## config.mk

```make
export PLATFORM = sky130hd
export DESIGN_NAME = mem_arbiter
export DESIGN_NICKNAME = d
export VERILOG_FILES = /design/src/rtl/mem_arbiter_pkg.sv /design/src/rtl/mem_arbiter_wait_counter.sv /design/src/rtl/mem_arbiter.sv
export SDC_FILE = /design/constraint.sdc
export NUM_CORES = 1
export LEC_CHECK = 0
export ABC_CLOCK_PERIOD_IN_PS = 5900
export CELL_PAD_IN_SITES_DETAIL_PLACEMENT = 0
export CELL_PAD_IN_SITES_GLOBAL_PLACEMENT = 1
export CORE_ASPECT_RATIO = 2
export CORE_MARGIN = 2
export CORE_UTILIZATION = 29
export DETAILED_ROUTE_END_ITERATION = 8
export GPL_ROUTABILITY_DRIVEN = 0
export PLACE_DENSITY_LB_ADDON = 0.2
export SYNTH_ARGS = -nofsm -noshare
export SYNTH_HDL_FRONTEND = slang
export SYNTH_SLANG_ARGS = --single-unit
```

## constraint.sdc

```tcl
create_clock -name clk -period 5.9 [get_ports clk]
set_clock_uncertainty 0.05 [all_clocks]
set_input_delay 0.59 -clock clk [delete_from_list [all_inputs] [get_ports clk]]
set_output_delay 0.59 -clock clk [all_outputs]
set_load 0.005 [all_outputs]
```

## src/rtl/mem_arbiter_pkg.sv

```systemverilog
// Shared types and default sizes for the IF/MEM unified-memory arbiter.
package mem_arbiter_pkg;

  typedef enum logic [1:0] {
    IDLE  = 2'd0,
    D_ACC = 2'd1,
    I_ACC = 2'd2,
    ERR   = 2'd3
  } arb_state_t;

  localparam int DEF_ADDR_W     = 16;
  localparam int DEF_DATA_W     = 16;
  localparam int DEF_STARVE_MAX = 2;
  localparam int DEF_TIMEOUT    = 64;
  localparam int STARVE_W       = 2;

endpackage

```

## src/rtl/mem_arbiter_wait_counter.sv

```systemverilog
// Clearable up-counter; tc flags the enabled cycle that brings the count to LIMIT.
module arb_wait_counter #(
  parameter int LIMIT = 64,
  parameter int W     = $clog2(LIMIT + 1)
) (
  input  logic clk,
  input  logic rst,
  input  logic clr,
  input  logic en,
  output logic tc
);

  logic [W-1:0] count_reg;

  always_ff @(posedge clk or posedge rst) begin
    if (rst) begin
      count_reg <= '0;
    end else if (clr) begin
      count_reg <= '0;
    end else if (en) begin
      count_reg <= count_reg + 1'b1;
    end
  end

  assign tc = en & ~clr & (count_reg == W'(LIMIT - 1));

endmodule

```

## src/rtl/mem_arbiter.sv

```systemverilog
// Arbitrates one multi-cycle memory between instruction fetch and the load/store stage.
module mem_arbiter
  import mem_arbiter_pkg::*;
#(
  parameter int ADDR_W     = DEF_ADDR_W,
  parameter int DATA_W     = DEF_DATA_W,
  parameter int STARVE_MAX = DEF_STARVE_MAX,
  parameter int TIMEOUT    = DEF_TIMEOUT
) (
  input  logic              clk,
  input  logic              rst,
  input  logic              if_req,
  input  logic [ADDR_W-1:0] if_addr,
  input  logic              if_cancel,
  output logic [DATA_W-1:0] if_rdata,
  output logic              if_valid,
  output logic              if_stall,
  input  logic              dm_rd,
  input  logic              dm_wr,
  input  logic [ADDR_W-1:0] dm_addr,
  input  logic [DATA_W-1:0] dm_wdata,
  output logic [DATA_W-1:0] dm_rdata,
  output logic              dm_done,
  output logic              dm_stall,
  output logic              mem_req,
  output logic              mem_wr,
  output logic [ADDR_W-1:0] mem_addr,
  output logic [DATA_W-1:0] mem_wdata,
  input  logic [DATA_W-1:0] mem_rdata,
  input  logic              mem_done,
  output logic              err
);

  arb_state_t          state_reg, state_next;
  logic [STARVE_W-1:0] starve_reg, starve_next;
  logic                cancel_reg, cancel_next;
  logic                mem_wr_reg, mem_wr_next;
  logic [ADDR_W-1:0]   mem_addr_reg, mem_addr_next;
  logic [DATA_W-1:0]   mem_wdata_reg, mem_wdata_next;
  logic                grant_d, grant_i, in_acc, dm_any, force_if, timeout_hit;

  assign dm_any   = dm_rd | dm_wr;
  assign in_acc   = (state_reg == D_ACC) | (state_reg == I_ACC);
  assign force_if = if_req & (starve_reg == STARVE_W'(STARVE_MAX));

  arb_wait_counter #(.LIMIT(TIMEOUT)) u_timeout (
    .clk (clk),
    .rst (rst),
    .clr (grant_d | grant_i),
    .en  (in_acc & ~mem_done),
    .tc  (timeout_hit)
  );

  // On completion only the other requester is considered, giving zero-gap D<->I handoff.
  always_comb begin
    state_next = state_reg;
    grant_d    = 1'b0;
    grant_i    = 1'b0;
    case (state_reg)
      IDLE: begin
        if (mem_done || (dm_rd && dm_wr)) state_next = ERR;
        else if (dm_any && !force_if)     grant_d = 1'b1;
        else if (if_req)                  grant_i = 1'b1;
      end
      D_ACC: begin
        if (mem_done) begin
          if (if_req) grant_i = 1'b1;
          else        state_next = IDLE;
        end else if (timeout_hit) begin
          state_next = ERR;
        end
      end
      I_ACC: begin
        if (mem_done) begin
          if (dm_any) grant_d = 1'b1;
          else        state_next = IDLE;
        end else if (timeout_hit) begin
          state_next = ERR;
        end
      end
      ERR: state_next = ERR;
    endcase
    if (grant_d) state_next = D_ACC;
    if (grant_i) state_next = I_ACC;
  end

  always_comb begin
    starve_next    = starve_reg;
    mem_wr_next    = mem_wr_reg;
    mem_addr_next  = mem_addr_reg;
    mem_wdata_next = mem_wdata_reg;
    if (grant_i) begin
      starve_next   = '0;
      mem_wr_next   = 1'b0;
      mem_addr_next = if_addr;
    end
    if (grant_d) begin
      mem_wr_next    = dm_wr;
      mem_addr_next  = dm_addr;
      mem_wdata_next = dm_wdata;
      // The fetch being handed off from I_ACC was just served, so it is not starving.
      if ((state_reg == IDLE) && if_req && !force_if) starve_next = starve_reg + 2'd1;
    end
    cancel_next = (state_reg == I_ACC) && (state_next == I_ACC) && (cancel_reg || if_cancel);
  end

  always_ff @(posedge clk or posedge rst) begin
    if (rst) begin
      state_reg     <= IDLE;
      starve_reg    <= '0;
      cancel_reg    <= 1'b0;
      mem_wr_reg    <= 1'b0;
      mem_addr_reg  <= '0;
      mem_wdata_reg <= '0;
    end else begin
      state_reg     <= state_next;
      starve_reg    <= starve_next;
      cancel_reg    <= cancel_next;
      mem_wr_reg    <= mem_wr_next;
      mem_addr_reg  <= mem_addr_next;
      mem_wdata_reg <= mem_wdata_next;
    end
  end

  assign mem_req   = in_acc;
  assign mem_wr    = mem_wr_reg;
  assign mem_addr  = mem_addr_reg;
  assign mem_wdata = mem_wdata_reg;
  assign err       = (state_reg == ERR);
  assign dm_done   = (state_reg == D_ACC) & mem_done;
  assign dm_stall  = dm_any & ~dm_done;
  assign dm_rdata  = dm_done ? mem_rdata : '0;
  assign if_valid  = (state_reg == I_ACC) & mem_done & ~cancel_reg & ~if_cancel;
  assign if_stall  = if_req & ~if_valid;
  assign if_rdata  = if_valid ? mem_rdata : '0;

endmodule

```

== Word-level counts from Yosys, hierarchy flattened ==
Index checks and enable logic that the tools add are counted.

* Register bits: 45
* Bits of input ports: 71
* Output and inout bits: 71

* $add $sub $neg: 2
* Eq/ne operators: 6
* Multiplexer cells: 30
* Bitwise operators: 19
* Reduce and logical (&&, ||, !) cells: 12

{| class="wikitable"
|+ Operators by type and width
! cell !! number
|-
| 16-bit 2-to-1 mux || 4
|-
| 2-bit 2-to-1 mux || 11
|-
| 7-bit 2-to-1 mux || 2
|-
| 1-bit bitwise AND || 10
|-
| 1-bit 2-to-1 mux || 10
|-
| 2-bit == test, second input constant || 4
|-
| 2-bit case mux with 4 select lines || 1
|-
| 7-bit by 1-bit adder with 7-bit output, second input constant || 1
|-
| 7-bit by 6-bit == test with 1-bit output, second input constant || 1
|-
| 1-bit logical AND || 6
|-
| 1-bit NOT || 6
|-
| 1-bit case mux with 2 select lines || 2
|-
| 2-bit nonzero test || 2
|-
| 1-bit bitwise OR || 3
|-
| 2-bit by 1-bit adder with 2-bit output, second input constant || 1
|-
| 2-bit by 1-bit == test with 1-bit output, second input constant || 1
|-
| 2-bit logical NOT || 1
|-
| 1-bit logical OR || 2
|-
| 1-bit logical NOT || 1
|}

== Logic depth before layout (Yosys ltp) ==
* Depth after elaboration: 19
* Mapped depth: 9
* Depth with buffers taken out: 7

== By module ==
A second synthesis with hierarchy kept.

* Cells, all modules: 233
* Area total of the unflattened synthesis: 2423.6 um^2

{| class="wikitable"
|+ Modules (own cells, without submodules)
! module !! times used !! cells an instance !! area an instance (um^2) !! sequential area each (um^2)
|-
| mem_arbiter || 1 || 201 || 2095.8 || 950.9
|-
| arb_wait_counter || 1 || 32 || 327.8 || 175.2
|}

== Worst setup path after synthesis ==
No wires, ideal clock.

* Path kind: input -> output
* Start point: input mem_done
* End point: output if_rdata[10]
* Arrival time: 1.504 ns
* Required time: 5.260 ns
* Setup slack: 3.756 ns
* Stages on the path: 5
* Path buffers: 2
* Cells stage by stage: clkbuf_1 -> nand2_1 -> nor3_2 -> buf_2 -> and2_1

* Word-level cells in the longest chain between the ends: 4

{| class="wikitable"
|+ Ends and longest elaborated chain
! what !! line !! RTL
|-
| start: declaration || mem_arbiter.sv:30 || <nowiki>input logic mem_done,</nowiki>
|-
| 1-bit bitwise AND (3 in series) || mem_arbiter.sv:133 || <nowiki>assign if_valid = (state_reg == I_ACC) & mem_done & ~cancel_reg & ~if_cancel;</nowiki>
|-
| net if_valid || mem_arbiter.sv:16 || <nowiki>output logic if_valid,</nowiki>
|-
| 16-bit 2-to-1 mux || mem_arbiter.sv:135 || <nowiki>assign if_rdata = if_valid ? mem_rdata : '0;</nowiki>
|-
| end: declaration || mem_arbiter.sv:15 || <nowiki>output logic [DATA_W-1:0] if_rdata,</nowiki>
|}

The timed path passes the listed nets, and every way through them passes these cells.

== Worst setup path after layout ==
* Start point: input mem_done
* End point: output if_rdata[6]

* Word-level cells in the longest chain between the ends: 4

{| class="wikitable"
|+ Ends and longest elaborated chain
! what !! line
|-
| 1-bit bitwise AND (3 in series) || mem_arbiter.sv:133
|-
| 16-bit 2-to-1 mux || mem_arbiter.sv:135
|}

No other way between the ends.

==> key figures <==
STA
  • Worst hold-check slack: approximately 0.43 ns
  • FMAX: 275 MHz
  • Endpoints failing setup: 0
  • Share of the cycle needed by the critical path after routing: just over 60%
  • Slew Viols, Final: 0
  • Pin slew with the least headroom to its limit: between 0.9 and 1 ns
  • Tmin final: roughly 3.6 ns
  • Sum of negative setup slack: 0 ns
  • Setup repair after global routing missed its margin: false
  • Headroom to the max-slew limit: a little under two fifths
  • Endpoints failing hold: 0

Drt
  • Total routed wirelength: between 6000 and 7000 um
  • Antenna violation net count after detailed routing: 0
  • First-pass iteration count of the detailed router: 4
  • Violation count after the first detailed-routing iteration: 29
  • WL per Instance: about 14 um
  • Routed via count: 2190
  • DRC errors left: 0
  • Average via count per standard cell: 4.75

Setup path
  • Required time of the critical path: 5.26 ns
  • Critical Path Most Common Cell: sky130_fd_sc_hd__clkdlybuf4s50_1
  • Number of cells on the worst reg-to-reg path: 6
  • WS Path Type: in -> out
  • Critical-path maximum fanout: 24
  • Crit path capture type: output port
  • Cell Chain, Critical Path: clkdlybuf4s50_1, nand2_1, nor3_2, and2_1, clkdlybuf4s50_1
  • Startpoint of the worst-slack reg-to-reg timing path: state_reg[1]
  • Crit path max-delay cell type: sky130_fd_sc_hd__clkdlybuf4s50_1
  • Nature of the critical path startpoint: primary input
  • Worst reg2reg setup slack: about 3.2 ns
  • Largest incremental delay on the critical path: approximately 0.91 ns
  • Data arrival at the endpoint of the critical path: 2.99 ns
  • Worst reg2reg path endpoint: mem_addr[8]

Die
  • I/O Pins: about 140
  • Area inside the core boundary: between 7000 and 8000 um2
  • Vertical die dimension: 132 um
  • Die Wd: 68.1 um
  • Number of standard-cell rows in the floorplan: 46
  • Effective utilization at floorplan: about 30%
  • Die Area: between 8000 and 9000 um2

Power and ir drop
  • P per Cell Area: ~160 nW/um2
  • Total power: approximately 0.66 mW
  • Worst supply voltage drop on vdd: roughly 0.00016 V
  • Leakage component of the power: 1.79 nW

Logic synthesis
  • Post-synth net total: 304
  • Prevailing post-synth register cell: sky130_fd_sc_hd__dfrtp_1
  • Number of enable-type register cells in the synthesized netlist: 0
  • Synthesized flop and latch total: 45
  • Count of different cell masters after synthesis: 39
  • Area leader, netlist: sky130_fd_sc_hd__dfrtp_1
  • Top-area cell type share of the netlist area: approximately 47%
  • Synthesized netlist cell count: about 230
  • Largest cells by area after synthesis: sky130_fd_sc_hd__dfrtp_1, sky130_fd_sc_hd__mux2i_1, sky130_fd_sc_hd__mux2_2, sky130_fd_sc_hd__and2_1, sky130_fd_sc_hd__nor2_1
  • FFs w/ async S/R, synth: between 90% and 100%
  • YS warnings: 0
  • Mapped Avg Cell Area: approximately 10 um2
  • Sequential element share of the synthesized area: between 40 and 50%
  • Cell area after synthesis: ~2400 um2

Job
  • Total of max-cap violations: 0

Finish
  • Share of post-route cells with drive strength above 1: 7.12%
  • Most common cell after layout, fill and taps aside: sky130_fd_sc_hd__clkdlybuf4s50_1
  • Count of antenna diodes in the layout: 0
  • Layout overhead on the synthesized area: 68.3%
  • # nets final: 441
  • Share of the core filled with cells: 50.5%
  • Most frequent cells in the layout: sky130_fd_sc_hd__clkdlybuf4s50_1, sky130_fd_sc_hd__dfrtp_1, sky130_fd_sc_hd__nor2_1

Global route
  • Largest net degree at the start of global routing: 55
  • Number of antenna violations at the first check in global routing: 0
  • Number of global-route vias before repair: 2204
  • Global-route wire length before repair: about 10000 um
  • Remaining global-route overflow: 0
  • GRT Overall Usage: between 15 and 20%

Clock tree
  • Buffer depth of the longest clock path: 2
  • CTS buffer count: 5
  • Latest clock arrival within the worst-skew pair: 0.28 ns
  • CTS H-tree depth: 2
  • Number of buffers added to fix hold violations after cts: 0
  • CTS tree: built
  • Post-CTS Repair Setup Buffers: 0
  • Clock Sink Count: 45
  • Clk slew on worst S/H paths: approximately 0.06 ns
  • Root Buffer: sky130_fd_sc_hd__clkbuf_16
  • Count of cells resized by post-cts repair: 0

Worst hold path
  • Cell depth of the worst min-delay path: 1
  • Startpoint of the tightest hold check path: starve_reg[0]
  • Worst hold-check path type: reg -> reg
  • Min-Delay Endpoint: starve_reg[0]

Status
  • Run status: completed

Placed design
  • Total of buffers placed on input and output ports: 141
  • HPWL after detailed placement: 5000 um
==> per-layer routing <==
layer | wire [um] | part of all wire, % | track usage, %
met1 | 2160 | 33 | 15.3
met2 | 3490 | 53 | 26.5
met3 | 699 | 11 | 4.44
met4 | 174 | 2.7 | 7.33
met5 | 0 | 0 | 0
==> worst max-delay path, delay by kind of cell <==
kind                   cells  cell delay, ns
and+or+nand+nor            3            0.98
buffers and inverters      2            1.40
==> final cells by class <==
class                           instances  area, um2
Sequential cell                        45       1130
Timing Repair Buffer                  142       1420
Tap cell                               96        120
Multi-Input combinational cell        166       1170
Fill cell                             763       3940
Clock inverter                          1       5.00
Inverter                                4       15.0
Clock buffer                            7        153
==> cells in the mapped netlist, drive strengths merged (3+ instances only) <==
library cell,count
mux2i,17
dfrtp,45
buf,7
inv,4
and2,17
and3,16
xor2,4
nand3,5
o21ai,7
nor2b,3
a21oi,17
nor2,27
nand2,9
clkbuf,5
nand4,3
ha,6
mux2,16
==> stage by stage <==
stage	cell area (um2)	std cells	worst slack (ns)
finish	4010	461	2.27
floorplan	2380	227	3.76
global placement	3850	453	2.30
detailed placement	3850	453	2.21
CTS	4010	461	2.20
global route	4010	461	2.01
==> power breakdown <==
| part | internal, mW | total, mW | switching, mW |
|---|---|---|---|
| sequential | 0.309 | 0.309 | 0 |
| clock | 0.179 | 0.289 | 0.109 |
| combinational | 0.0428 | 0.0610 | 0.0182 |
| total | 0.531 | 0.658 | 0.128 |
==> cells by family after synthesis <==
logic type                 synth area share [%]
AOI/OAI and AO/OA                          9.77
xor gates and xnor gates                   2.21
adders and majority gates                  3.15
buffers and inverters                      3.57
DFF                                        47.3
muxes                                      14.7
and+or+nand+nor                            19.3
==> worst max-delay path by stage <==
stage                     startpoint            to  slack, ns  cells past startpoint
after floorplan             mem_done  if_rdata[10]       3.76                      5
after CTS                   mem_done  if_rdata[14]       2.20                      5
after global routing        mem_done   if_rdata[4]       2.01                      5
final                       mem_done   if_rdata[6]       2.27                      5
after global placement      mem_done   if_rdata[0]       2.30                      5
after detailed placement    mem_done  if_rdata[14]       2.21                      5
No activity file was read; power rests on OpenSTA's default activity.
==> patch, RTL diff (config.mk and constraints unchanged) <==
Encoding of `arb_state_t`: now one-hot (4 bits for 4 states).
--- a/src/rtl/mem_arbiter_pkg.sv
+++ b/src/rtl/mem_arbiter_pkg.sv
@@ -1,11 +1,11 @@
 // Shared types and default sizes for the IF/MEM unified-memory arbiter.
 package mem_arbiter_pkg;
 
-  typedef enum logic [1:0] {
-    IDLE  = 2'd0,
-    D_ACC = 2'd1,
-    I_ACC = 2'd2,
-    ERR   = 2'd3
+  typedef enum logic [3:0] {
+    IDLE  = 4'b0001,
+    D_ACC = 4'b0010,
+    I_ACC = 4'b0100,
+    ERR   = 4'b1000
   } arb_state_t;
 
   localparam int DEF_ADDR_W     = 16;
Check against the original RTL: same outputs for any inputs over 10 cycles, from zero or initial values and one cycle with rst high; not proved beyond that.
==> patch against the original RTL <==
Clock power increased by 27%; largest cell class unchanged; sequential cell count is 2 higher; die area increased by 5.4%; setup slack improved by 0.38 ns; non-clock buffer count is 3 higher; cell area increased by 3.8%; largest power group is now clock; total power is 15% higher; area after synthesis grew 5.6%; wire length is 11% higher.
==> patch: results <==
{
  "port_buffers": 141,
  "seq_area_frac_synth_pct": 46.8,
  "worstMarginPinSlew_ns": 0.982,
  "synthTopCellsByArea": "dfrtp_1 46%, nand2_1 6.6%, mux2_4 6.0%, a31oi_1 4.2%, and3_1 4.2%",
  "crit_path_max_incr_delay_ns": 0.62,
  "drive_above_1_share_pct": 10.2,
  "r2r_slack_ns": 3.26,
  "yosys_warnings": 0,
  "worst_path_max_delay_cell": "clkdlybuf4s50_1",
  "hold_class": "reg2reg",
  "reg2reg_depth": 5,
  "drt-total-wl_mm": 7.26,
  "num-nets-final": 466,
  "place_hpwl_mm": 5.56,
  "ir_drop_mv": 0.168,
  "insertion_delay_ns": 0.29,
  "ys_types": 40,
  "path_max_fanout": 18,
  "gr-usage-all-layers_pct": 16.1,
  "grt_max_degree": 56,
  "first_iter_violations": 72,
  "status": "finished, final reports clean",
  "p_leak_nw": 1.81,
  "grt_pass1_wl_mm": 12.3,
  "synth_common_cells": "46 x dfrtp_1, 44 x nand2_1, 26 x nor2_1",
  "crit_arrival_ns": 2.61,
  "pre_cts_slack_ns": 2.65,
  "synth_fp_nets": 331,
  "cts_buffers": 5,
  "grt_pass1_vias": 2529,
  "min_path_cells": 1,
  "vias_per_cell": 4.84,
  "hold_path_end": "starve_reg[0]$_DFF_PP0_"
}
## patch: cells by family after synthesis
logic type                 Yosys count  share of synthesized area (%)
AOI/OAI and AO/OA                   40                           11.0
and+or+nand+nor                    125                           25.5
xor gates and xnor gates             4                           1.39
adders and majority gates            2                          0.995
muxes                               16                           8.66
buffers and inverters               24                           5.57
DFF                                 47                           46.8
## patch: how the worst max path moves through the flow
stage / slack, ns / start / end
floorplan: 3.66 / mem_done / if_rdata[10]
global placement: 2.66 / mem_done / if_rdata[2]
detailed placement: 2.65 / mem_done / if_rdata[2]
CTS: 2.64 / mem_done / if_rdata[15]
global route: 2.45 / mem_done / if_rdata[10]
finish: 2.65 / mem_done / if_rdata[2]
## patch: where the power goes
part           switching [W]  internal (W)  total [W]  leakage, nW
registers         0.00000247      0.000324   0.000327        0.641
logic              0.0000196     0.0000452  0.0000648         1.08
clock network       0.000123      0.000243   0.000366       0.0900
## patch: cell type report
class	instances	area, sq um
Multi-Input combinational cell	187	1200
Clock inverter	3	67.6
Tap cell	100	125
Sequential cell	47	1180
Fill cell	848	4370
Inverter	7	26.3
Timing Repair Buffer	145	1440
Clock buffer	5	125
## patch: metrics by stage
stage,power [W],hold slack (ns),area (sq um),instances
floorplan,0.000343,0.409,2510,258
global placement,0.000398,0.427,3970,486
detailed placement,0.000399,0.433,3970,486
CTS,0.000769,0.442,4160,494
global route,0.000783,0.483,4160,494
finish,0.000757,0.442,4160,494
## patch: routing by layer
metal	vias to the layer above	GRT usage, %	part of all wire, %
met2	107	31.5	56
met5	-	0	0
met3	9	4.24	7.6
met1	1111	16.1	35
met4	0	5.56	1.7
li1	1163	-	-
## patch: critical path, delay by kind of cell
kind,cells,cell delay (ns)
and+or+nand+nor,4,0.68
buffers and inverters,3,1.33
